## src/rtl/ppu_pkg.sv

```systemverilog
// Shared definitions for the PPU CPU-visible register front end.
// Holds the register index map, STATUS and CTRL bit positions and the
// video-port state encoding used by ppu_cpu_regs and ppu_vram_port.
package ppu_pkg;

    // CPU register indices
    localparam logic [2:0] REG_CTRL    = 3'd0;
    localparam logic [2:0] REG_MASK    = 3'd1;
    localparam logic [2:0] REG_STATUS  = 3'd2;
    localparam logic [2:0] REG_OAMADDR = 3'd3;
    localparam logic [2:0] REG_OAMDATA = 3'd4;
    localparam logic [2:0] REG_SCROLL  = 3'd5;
    localparam logic [2:0] REG_ADDR    = 3'd6;
    localparam logic [2:0] REG_DATA    = 3'd7;

    // STATUS bit positions
    localparam int STAT_VBL = 7;
    localparam int STAT_S0  = 6;
    localparam int STAT_OVF = 5;

    // CTRL bit positions
    localparam int CTRL_NMI_EN = 7;
    localparam int CTRL_INC    = 2;
    localparam int CTRL_NT_HI  = 1;
    localparam int CTRL_NT_LO  = 0;

    // Video-port sequencer states
    typedef enum logic [1:0] {
        VP_IDLE = 2'd0,
        VP_RD   = 2'd1,
        VP_WR   = 2'd2
    } vport_state_t;

endpackage

```

## src/rtl/ppu_vram_port.sv

```systemverilog
// Deferred video-bus sequencer for PPUDATA accesses.
// A DATA access accepted on a strobe edge becomes a one-cycle RD or WR
// bus cycle immediately after it; inc requests the v increment at the
// end of that bus cycle and rd_done tells the register file to capture
// the read buffer at the same edge.
// Ports:
//   clk, rst_n     clock, asynchronous active-low reset
//   req, req_rd    DATA access seen this cycle, and whether it is a read
//   req_data       CPU write data for a DATA write
//   v_rd_n, v_we_n registered video bus strobes
//   v_wdata        registered video write data
//   rd_done, inc   bus cycle in progress (read / any)
module ppu_vram_port
    import ppu_pkg::*;
(
    input  logic       clk,
    input  logic       rst_n,
    input  logic       req,
    input  logic       req_rd,
    input  logic [7:0] req_data,
    output logic       v_rd_n,
    output logic       v_we_n,
    output logic [7:0] v_wdata,
    output logic       rd_done,
    output logic       inc
);

    vport_state_t state_reg;

    // Every bus cycle lasts exactly one clock, so a DATA access arriving
    // while a bus cycle is in flight is the one-deep backlog: it is
    // issued at the edge that retires the current cycle and therefore
    // follows immediately, addressing the already-incremented v.
    always_ff @(posedge clk or negedge rst_n) begin
        if (!rst_n) begin
            state_reg <= VP_IDLE;
            v_rd_n    <= 1'b1;
            v_we_n    <= 1'b1;
            v_wdata   <= 8'h00;
        end else begin
            if (req) begin
                state_reg <= req_rd ? VP_RD : VP_WR;
            end else begin
                state_reg <= VP_IDLE;
            end
            v_rd_n <= ~(req & req_rd);
            v_we_n <= ~(req & ~req_rd);
            if (req && !req_rd) begin
                v_wdata <= req_data;
            end
        end
    end

    assign rd_done = (state_reg == VP_RD);
    assign inc     = (state_reg != VP_IDLE);

endmodule

```

## src/rtl/ppu_cpu_regs.sv

```systemverilog
// CPU-visible 2C02 register file: CTRL, MASK, STATUS, OAMADDR, OAMDATA,
// SCROLL, ADDR, DATA with loopy t/v, write toggle, PPUDATA read buffer,
// vblank/sprite flags, registered ~NMI and a sequenced video bus port.
// Ports:
//   i_clk, i_reset_n            clock, asynchronous active-low reset
//   i_cs_n, i_rs, i_rw, i_data  CPU register access (one-cycle strobe)
//   o_data                      CPU read data (combinational)
//   o_int_n                     ~NMI
//   i_vblank_*, i_sprite*       flag set/clear pulses from the timing core
//   o_v_*, i_v_data             video bus
//   o_oam_*, i_oam_data         OAM port
//   o_ctrl, o_mask, o_v, o_t, o_fine_x  state for the renderer
// The t/v bit layout is the 15-bit loopy layout (fine-Y in [14:12],
// nametable in [11:10], coarse Y in [9:5], coarse X in [4:0]).
module ppu_cpu_regs
    import ppu_pkg::*;
#(
    parameter int VADDR_W    = 14,
    parameter int OAM_ADDR_W = 8,
    parameter int INC_DOWN   = 32
) (
    input  logic                  i_clk,
    input  logic                  i_reset_n,
    input  logic                  i_cs_n,
    input  logic [2:0]            i_rs,
    input  logic                  i_rw,
    input  logic [7:0]            i_data,
    output logic [7:0]            o_data,
    output logic                  o_int_n,
    input  logic                  i_vblank_set,
    input  logic                  i_vblank_clear,
    input  logic                  i_sprite0_hit,
    input  logic                  i_sprite_ovf,
    output logic                  o_v_rd_n,
    output logic                  o_v_we_n,
    output logic [VADDR_W-1:0]    o_v_address,
    output logic [7:0]            o_v_data,
    input  logic [7:0]            i_v_data,
    output logic [OAM_ADDR_W-1:0] o_oam_addr,
    output logic                  o_oam_we,
    output logic [7:0]            o_oam_data,
    input  logic [7:0]            i_oam_data,
    output logic [7:0]            o_ctrl,
    output logic [7:0]            o_mask,
    output logic [VADDR_W:0]      o_v,
    output logic [VADDR_W:0]      o_t,
    output logic [2:0]            o_fine_x
);

    localparam int LW = VADDR_W + 1;

    logic                  cpu_wr, cpu_rd;
    logic [7:0]            ctrl_reg, ctrl_next, mask_reg, mask_next;
    logic [OAM_ADDR_W-1:0] oamaddr_reg, oamaddr_next;
    logic [LW-1:0]         t_reg, t_next, v_reg, v_next, inc_amt;
    logic [2:0]            fine_x_reg, fine_x_next;
    logic                  w_reg, w_next;
    logic [7:0]            buffer_reg, buffer_next, bus_reg, bus_next;
    logic                  vbl_reg, vbl_next, s0_reg, s0_next, ovf_reg, ovf_next;
    logic                  int_n_reg;
    logic                  v_load;
    logic                  port_rd_done, port_inc;
    logic [7:0]            status_byte;

    assign cpu_wr = ~i_cs_n & ~i_rw;
    assign cpu_rd = ~i_cs_n & i_rw;

    assign inc_amt = ctrl_reg[CTRL_INC] ? LW'(INC_DOWN) : LW'(1);

    ppu_vram_port u_port (
        .clk      (i_clk),
        .rst_n    (i_reset_n),
        .req      (~i_cs_n & (i_rs == REG_DATA)),
        .req_rd   (i_rw),
        .req_data (i_data),
        .v_rd_n   (o_v_rd_n),
        .v_we_n   (o_v_we_n),
        .v_wdata  (o_v_data),
        .rd_done  (port_rd_done),
        .inc      (port_inc)
    );

    always_comb begin
        ctrl_next    = ctrl_reg;
        mask_next    = mask_reg;
        oamaddr_next = oamaddr_reg;
        t_next       = t_reg;
        v_next       = v_reg;
        fine_x_next  = fine_x_reg;
        w_next       = w_reg;
        buffer_next  = buffer_reg;
        bus_next     = bus_reg;
        vbl_next     = vbl_reg;
        s0_next      = s0_reg;
        ovf_next     = ovf_reg;
        v_load       = 1'b0;

        if (cpu_wr) begin
            bus_next = i_data;
            case (i_rs)
                REG_CTRL: begin
                    ctrl_next      = i_data;
                    t_next[11:10]  = i_data[CTRL_NT_HI:CTRL_NT_LO];
                end
                REG_MASK:    mask_next    = i_data;
                REG_OAMADDR: oamaddr_next = OAM_ADDR_W'(i_data);
                REG_OAMDATA: oamaddr_next = oamaddr_reg + 1'b1;
                REG_SCROLL: begin
                    w_next = ~w_reg;
                    if (!w_reg) begin
                        t_next[4:0] = i_data[7:3];
                        fine_x_next = i_data[2:0];
                    end else begin
                        t_next[14:12] = i_data[2:0];
                        t_next[9:5]   = i_data[7:3];
                    end
                end
                REG_ADDR: begin
                    w_next = ~w_reg;
                    if (!w_reg) begin
                        t_next[13:8] = i_data[5:0];
                        t_next[14]   = 1'b0;
                    end else begin
                        t_next[7:0] = i_data;
                        v_load      = 1'b1;
                    end
                end
                default: ;
            endcase
        end

        if (cpu_rd && i_rs == REG_STATUS) begin
            vbl_next = 1'b0;
            w_next   = 1'b0;
        end

        // Set pulses are applied last so they win over any clear.
        if (i_vblank_clear) begin
            vbl_next = 1'b0;
            s0_next  = 1'b0;
            ovf_next = 1'b0;
        end
        if (i_vblank_set)  vbl_next = 1'b1;
        if (i_sprite0_hit) s0_next  = 1'b1;
        if (i_sprite_ovf)  ovf_next = 1'b1;

        if (port_rd_done) buffer_next = i_v_data;

        // A CPU load of v takes precedence over a same-edge increment.
        if (v_load) begin
            v_next = t_next;
        end else if (port_inc) begin
            v_next = v_reg + inc_amt;
        end
    end

    always_ff @(posedge i_clk or negedge i_reset_n) begin
        if (!i_reset_n) begin
            ctrl_reg    <= 8'h00;
            mask_reg    <= 8'h00;
            oamaddr_reg <= '0;
            t_reg       <= '0;
            v_reg       <= '0;
            fine_x_reg  <= 3'd0;
            w_reg       <= 1'b0;
            buffer_reg  <= 8'h00;
            bus_reg     <= 8'h00;
            vbl_reg     <= 1'b0;
            s0_reg      <= 1'b0;
            ovf_reg     <= 1'b0;
            int_n_reg   <= 1'b1;
        end else begin
            ctrl_reg    <= ctrl_next;
            mask_reg    <= mask_next;
            oamaddr_reg <= oamaddr_next;
            t_reg       <= t_next;
            v_reg       <= v_next;
            fine_x_reg  <= fine_x_next;
            w_reg       <= w_next;
            buffer_reg  <= buffer_next;
            bus_reg     <= bus_next;
            vbl_reg     <= vbl_next;
            s0_reg      <= s0_next;
            ovf_reg     <= ovf_next;
            // Computed from next-state so NMI follows the edge that caused it.
            int_n_reg   <= ~(vbl_next & ctrl_next[CTRL_NMI_EN]);
        end
    end

    always_comb begin
        status_byte           = 8'h00;
        status_byte[STAT_VBL] = vbl_reg;
        status_byte[STAT_S0]  = s0_reg;
        status_byte[STAT_OVF] = ovf_reg;
    end

    always_comb begin
        o_data = 8'h00;
        if (cpu_rd) begin
            case (i_rs)
                REG_STATUS:  o_data = status_byte;
                REG_OAMDATA: o_data = i_oam_data;
                REG_DATA:    o_data = buffer_reg;
                default:     o_data = bus_reg;
            endcase
        end
    end

    assign o_int_n     = int_n_reg;
    assign o_v_address = v_reg[VADDR_W-1:0];
    assign o_oam_addr  = oamaddr_reg;
    assign o_oam_we    = cpu_wr & (i_rs == REG_OAMDATA);
    assign o_oam_data  = i_data;
    assign o_ctrl      = ctrl_reg;
    assign o_mask      = mask_reg;
    assign o_v         = v_reg;
    assign o_t         = t_reg;
    assign o_fine_x    = fine_x_reg;

endmodule

```

## config.mk

```make
export PLATFORM = sky130hd
export DESIGN_NAME = ppu_cpu_regs
export DESIGN_NICKNAME = d
export VERILOG_FILES = /design/src/rtl/ppu_pkg.sv /design/src/rtl/ppu_vram_port.sv /design/src/rtl/ppu_cpu_regs.sv
export SDC_FILE = /design/constraint.sdc
export NUM_CORES = 1
export LEC_CHECK = 0
export ABC_AREA = 1
export BUFFER_PORTS_ARGS = -buffer_cell sky130_fd_sc_hd__clkbuf_2
export CORE_ASPECT_RATIO = 0.5
export CORE_MARGIN = 4
export CORE_UTILIZATION = 55
export CTS_CLUSTER_DIAMETER = 30
export DETAILED_ROUTE_END_ITERATION = 7
export PLACE_DENSITY = 0.83
export SLEW_MARGIN = 20
export SYNTH_ARGS = -nofsm -noshare
export SYNTH_HDL_FRONTEND = slang
export SYNTH_SLANG_ARGS = --single-unit
```

## constraint.sdc

```tcl
create_clock -name i_clk -period 3.3 [get_ports i_clk]
set_clock_uncertainty 0.15 [all_clocks]
set_input_delay 0.165 -clock i_clk [delete_from_list [all_inputs] [get_ports i_clk]]
set_output_delay 0.165 -clock i_clk [all_outputs]
set_load 0.005 [all_outputs]
```

After elaboration in Yosys (flattened, before gate mapping)
Cells that the tools add are included.
{ "classes": {"div": 0, "bitwise": 13, "n_eq_ne": 8, "n_lt_le_gt_ge": 0, "add_sub_neg": 2, "shifts": 0, "mul": 0, "reduce_logical": 17, "n_mux": 31} }
{ "op_table": {"columns": ["op", "count"], "rows": [
  ["15-bit two-way mux", 3],
  ["8-bit two-way mux", 4],
  ["8-bit one-hot mux with 3 select lines", 1],
  ["10-bit one-hot mux with 2 select lines", 1],
  ["8-bit one-hot mux with 2 select lines", 1],
  ["15-bit by 6-bit adder with 15-bit output", 1],
  ["2-bit nonzero test", 7],
  ["3-bit == test, second input constant", 4],
  ["1-bit two-way mux", 12],
  ["5-bit two-way mux", 2],
  ["8-bit by 1-bit adder with 8-bit output, second input constant", 1],
  ["2-bit AND reduction", 4],
  ["1-bit AND", 7],
  ["7-bit two-way mux", 1],
  ["3-bit by 2-bit == test with 1-bit output, second input constant", 2],
  ["6-bit two-way mux", 1],
  ["1-bit inverter", 6],
  ["3-bit one-hot mux with 2 select lines", 1],
  ["2-bit two-way mux", 2],
  ["2-bit one-hot mux with 2 select lines", 1],
  ["3-bit by 1-bit == test with 1-bit output, second input constant", 1],
  ["3-bit zero test", 1],
  ["3-bit two-way mux", 1],
  ["3-bit AND reduction", 1],
  ["other kinds (4)", 5]
]} }
{ "word_totals": {"ramBits": 0, "word_cells": 89, "memories": 0, "latch_bits": 0, "regBits": 90, "output_inout_bits": 99, "rom_bits": 0} }

Longest topological paths before layout
{ "depth": {"depth_word": 8, "ltp_mapped": 12} }

Cells and area by module
A second synthesis with hierarchy kept.
{ "unflattened": {"hier_cells": 627, "hier_area_um2": 4823.4} }
{ "by_module_without_submodules": {"columns": ["module", "area_each_um2", "seq_area_each_um2", "cells_per_inst", "n_inst"], "rows": [
  ["ppu_cpu_regs", 4352.9, 1953.1, 582, 1],
  ["ppu_vram_port", 470.5, 302.8, 45, 1]
]} }

Worst setup path after synthesis
OpenSTA, ideal clock, no wires.
{ "synth_timing": {"path_kind": "flip-flop to flip-flop", "startpoint": "register ctrl_reg[2] (netlist: o_ctrl[2])", "endpoint": "register v_reg[8] (netlist: o_v[8])", "setup_ns": 0.124, "setup_slack_ns": 1.497, "required_ns": 3.026, "arrival_time_ns": 1.529, "stages_incl_launch_ff": 11, "cell_sequence": "dfrtp_1 > inv_1 > ha_1 > ha_1 > nand3_1 > inv_1 > nand2_1 > nand2_1 > or2_2 > nand4_1 > nand3_1"} }
{ "synth_between": {"elab_chain_len": 4} }
{ "synth_lines": {"columns": ["item", "line_no", "text"], "rows": [
  ["start: declaration", "ppu_cpu_regs.sv:53", "logic [7:0] ctrl_reg, ctrl_next, mask_reg, mask_next;"],
  ["start signal: assignment", "ppu_cpu_regs.sv:173", "ctrl_reg <= ctrl_next;"],
  ["6-bit two-way mux", "ppu_cpu_regs.sv:68", "assign inc_amt = ctrl_reg[CTRL_INC] ? LW'(INC_DOWN) : LW'(1);"],
  ["15-bit by 6-bit adder with 15-bit output", "ppu_cpu_regs.sv:153", "v_next = v_reg + inc_amt;"],
  ["15-bit two-way mux", "ppu_cpu_regs.sv:152", "end else if (port_inc) begin"],
  ["15-bit two-way mux", "ppu_cpu_regs.sv:150", "if (v_load) begin"],
  ["end signal: assignment", "ppu_cpu_regs.sv:177", "v_reg <= v_next;"],
  ["end: declaration", "ppu_cpu_regs.sv:55", "logic [LW-1:0] t_reg, t_next, v_reg, v_next, inc_amt;"]
]} }
Every way passes these cells. The select of a mux whose other input is x is not followed.
A chain may end at the register's enable or synchronous reset.

Worst setup path after layout
{ "layout_timing": {"startpoint": "register w_reg", "endpoint": "register v_reg[2] (netlist: o_v[2])"} }
{ "layout_between": {"elab_chain_len": 4} }
{ "layout_lines": {"columns": ["item", "line_no", "text"], "rows": [
  ["start: declaration", "ppu_cpu_regs.sv:57", "logic w_reg, w_next;"],
  ["start signal: assignment", "ppu_cpu_regs.sv:179", "w_reg <= w_next;"],
  ["8-bit two-way mux (tied with other cells)", "ppu_cpu_regs.sv:120", "if (!w_reg) begin"],
  ["10-bit one-hot mux with 2 select lines / 1-bit two-way mux (equally long branches)", "ppu_cpu_regs.sv:100", "case (i_rs)"],
  ["15-bit two-way mux / 1-bit two-way mux (equally long branches)", "ppu_cpu_regs.sv:98", "if (cpu_wr) begin"],
  ["15-bit two-way mux / 2-bit nonzero test (equally long branches)", null, null]
]} }
Parallel ways exist; a longest one is shown, timed or not.

==> results.py <==
metrics = {
    "critical_path": {
        "startpoint": "w_reg",
        "worstPathMaxFanout": 27,
        "crit_arrival_ns": 2.46,
        "worstSetupStartpointType": "flop",
        "critPathCaptureType": "flop",
        "timing.rr.start": "w_reg",
        "critPathKind": "flop to flop",
        "required_ns": 3.42,
    },
    "power_and_ir_drop": {
        "swShare": 0.363,
        "combPwrFrac": 0.298,
        "p_per_area_nw_per_um2": 631,
        "p_seq_frac": 0.446,
        "peakVddDrop_v": 0.000365,
        "p_switching_mw": 1.36,
        "clkPwrFrac": 0.256,
        "power.leakage_nw": 3.09,
        "intPower_mw": 2.39,
    },
    "drt": {
        "via_count": 4801,
        "antenna_left": 0,
        "via_per_inst": 5.50,
        "drt_wl_total_mm": 13.7,
        "drc_errors": 0,
        "drt_first_iter_violations": 373,
        "wire_per_inst_um": 15.6,
        "firstDrtPassIters": 6,
    },
    "run": {
        "cap_violations": 0,
    },
    "place": {
        "numPortBuffers": 133,
        "place_congestion": 0.946,
        "dp_hpwl_mm": 9.71,
        "placed_cells": 841,
        "post_dp_cell_area_sq_um": 5510,
    },
    "layout": {
        "seq_area_sq_um": 2260,
        "antennaDiodeCount": 0,
        "postLayoutCoreUtil": 0.682,
        "post_route_cells_drive_above_1_share": 0.261,
        "multiInputGateArea_sq_um": 2190,
        "fin_nets": 790,
        "final_area_sq_um": 5940,
        "final_cells": 873,
        "area_growth_pct": 20.6,
        "fillers": 724,
    },
    "sta": {
        "fin_hold_ws_ns": 0.0216,
        "setup_tns_ns": 0,
        "fin_crit_sh": 0.711,
        "maxSlewViolCount": 0,
        "layout_min_cycle_time_ns": 2.35,
        "max_freq_mhz": 426,
        "rsz0062_at_grt": "no",
        "tightest_slew_ns": 0.845,
        "relSlewSlack": 0.437,
        "hold_viol": 0,
        "finalSetupViolations": 0,
    },
    "yosys": {
        "synth_compound_area_frac": 0.129,
        "synth_top_family_by_area": "simple AND/OR/NAND/NOR gates",
        "synth_simple_gate_area_frac": 0.284,
        "synthMuxAreaShare": 0.0183,
        "yosys_warnings": 0,
        "synth-seq-cells": 90,
        "synth-adder-area-share": 0.0102,
        "synth_xor_area_frac": 0.00356,
        "synth.distinct_cells": 39,
        "synthArstFlopShare": 1.00,
        "synth_area_per_cell_sq_um": 7.86,
        "synth_edf_count": 0,
        "syn_area_sq_um": 4930,
        "postSynthCellCount": 627,
        "synth.net_count": 666,
        "synthFlopType": "dfrtp_1",
        "ys_seq_area_frac": 0.458,
    },
    "floorplanning": {
        "io_pins": 134,
        "core-area_sq_um": 8710,
        "core.rowCount": 24,
        "dieArea_sq_um": 10600,
        "die_w_um": 142,
        "die_y_um": 74.9,
        "start_util": 0.566,
    },
    "cts": {
        "cts_tree": "done",
        "clockBufferDepth": 2,
        "cts_setup_buffers": 0,
        "numCtsBuffers": 9,
        "clock-root-buffer": "clkbuf_16",
        "cts_sinks": 90,
        "clk_pin_slew_ns": 0.07,
        "clock_latency_ns": 0.34,
        "cts_max_level": 3,
    },
    "min_path": {
        "worstHoldStart": "i_data[0]",
        "hold_path_class": "input port to flop",
    },
    "global_route": {
        "grt_pass1_vias": 4479,
        "grt_pass1_wl_mm": 21.9,
        "antenna_found_initial": 0,
        "grtUsageTotal": 0.264,
        "overflow": 0,
        "grt_max_degree": 50,
    },
    "run_status": {
        "outcome": "finished, final reports clean",
    },
}
placed cells by master, fill, tap and decap left out, types with 8 or more instances in the layout:
cell,synthesis,routed
nand3_1,43,43
dlygate4sd3_1,0,16
inv_2,9,9
nand2_1,187,187
a21oi_1,33,33
nand4_1,10,10
clkbuf_16,0,9
dfrtp_1,87,87
nor2_1,47,47
o21ai_0,46,46
o21ai_2,8,8
inv_1,52,52
clkbuf_2,0,132
mux2_2,8,8
critical path, stage by stage (launching register included):
cell	delay, ns
dfrtp_1	0.90
inv_2	0.35
nor2_8	0.37
nor2_4	0.11
inv_2	0.19
o21ai_0	0.12
o21ai_0	0.08
power groups by stage:
stage	Combinational [mW]	Sequential [mW]	Clock [mW]
after floorplan	0.727	1.61	0
after global placement	1.07	1.67	0
after detailed placement	1.10	1.68	0
after CTS	1.12	1.66	0.969
after global routing	1.27	1.71	1.02
final	1.12	1.67	0.960
layer usage:
layer,vias to the layer above,share of wire,track usage
met5,-,0,0
met4,0,0.017,0.0862
met3,30,0.085,0.0622
met2,234,0.48,0.434
met1,2258,0.42,0.355
li1,2279,-,-
timing repair:
item | 4_1_cts | 5_1_grt
resized for setup | 0 | 0
hold buffers | 16 | 0
endpoints found under the hold margin | 58 | 0
through the flow:
step | total power [mW] | setup slack [ns]
after global routing | 4.00 | 0.745
after detailed placement | 2.78 | 0.990
final | 3.75 | 0.953
after global placement | 2.74 | 1.11
after CTS | 3.75 | 1.00
after floorplan | 2.33 | 1.50
kinds of logic (layout without fill, tap and decap cells):
logic type / after synthesis / in the layout
and+or+nand+nor: 313 / 313
muxes: 8 / 8
DFF: 90 / 90
xor gates and xnor gates: 2 / 2
adders and majority gates: 4 / 4
AOI/OAI and AO/OA: 111 / 111
buffers and inverters: 99 / 228
layout make-up:
cell class / instances / area share
well taps: 117 / 0.0246
clock buffers: 11 / 0.0392
clock inverters: 5 / 0.00695
multi-input cells: 438 / 0.369
flip-flops and latches: 90 / 0.380
repair buffers: 151 / 0.142
inverters: 61 / 0.0385
synth_stat cells (2+ instances only):
cell      count  area share
nand2_1     187        0.14
dfrtp_1      87        0.44
inv_1        52       0.040
nor2_1       47       0.036
o21ai_0      46       0.047
nand3_1      43       0.044
a21oi_1      33       0.034
buf_4        25       0.038
nand4_1      10       0.013
inv_2         9      0.0069
mux2_2        8       0.018
o21ai_2       8       0.014
clkbuf_1      7      0.0053
a31oi_1       6      0.0076
nor2_4        5       0.011
o21bai_1      5      0.0076
buf_2         4      0.0041
ha_1          4       0.010
nand2_2       4      0.0051
nand3b_1      4      0.0061
o22ai_1       4      0.0051
a21oi_2       3      0.0053
dfstp_2       3       0.016
o211ai_1      3      0.0046
and3_1        2      0.0025
nand3_2       2      0.0041
nor2_8        2      0.0081
nor3_1        2      0.0020
or2_2         2      0.0025
path summary, 6_finish.rpt:
path | endpoint | slack [ns] | cells after the start
max | o_v[2] | 0.95 | 6
min | o_oam_addr[0] | 0.02 | 5
max reg2reg | o_v[2] | 0.95 | 6
min reg2reg | u_port.v_wdata[7] | 0.33 | 2
max in group asynchronous | u_port.v_rd_n | 1.98 | 3
min in group asynchronous | o_ctrl[4] | 0.24 | 2
(Power assumes the default switching activity.)
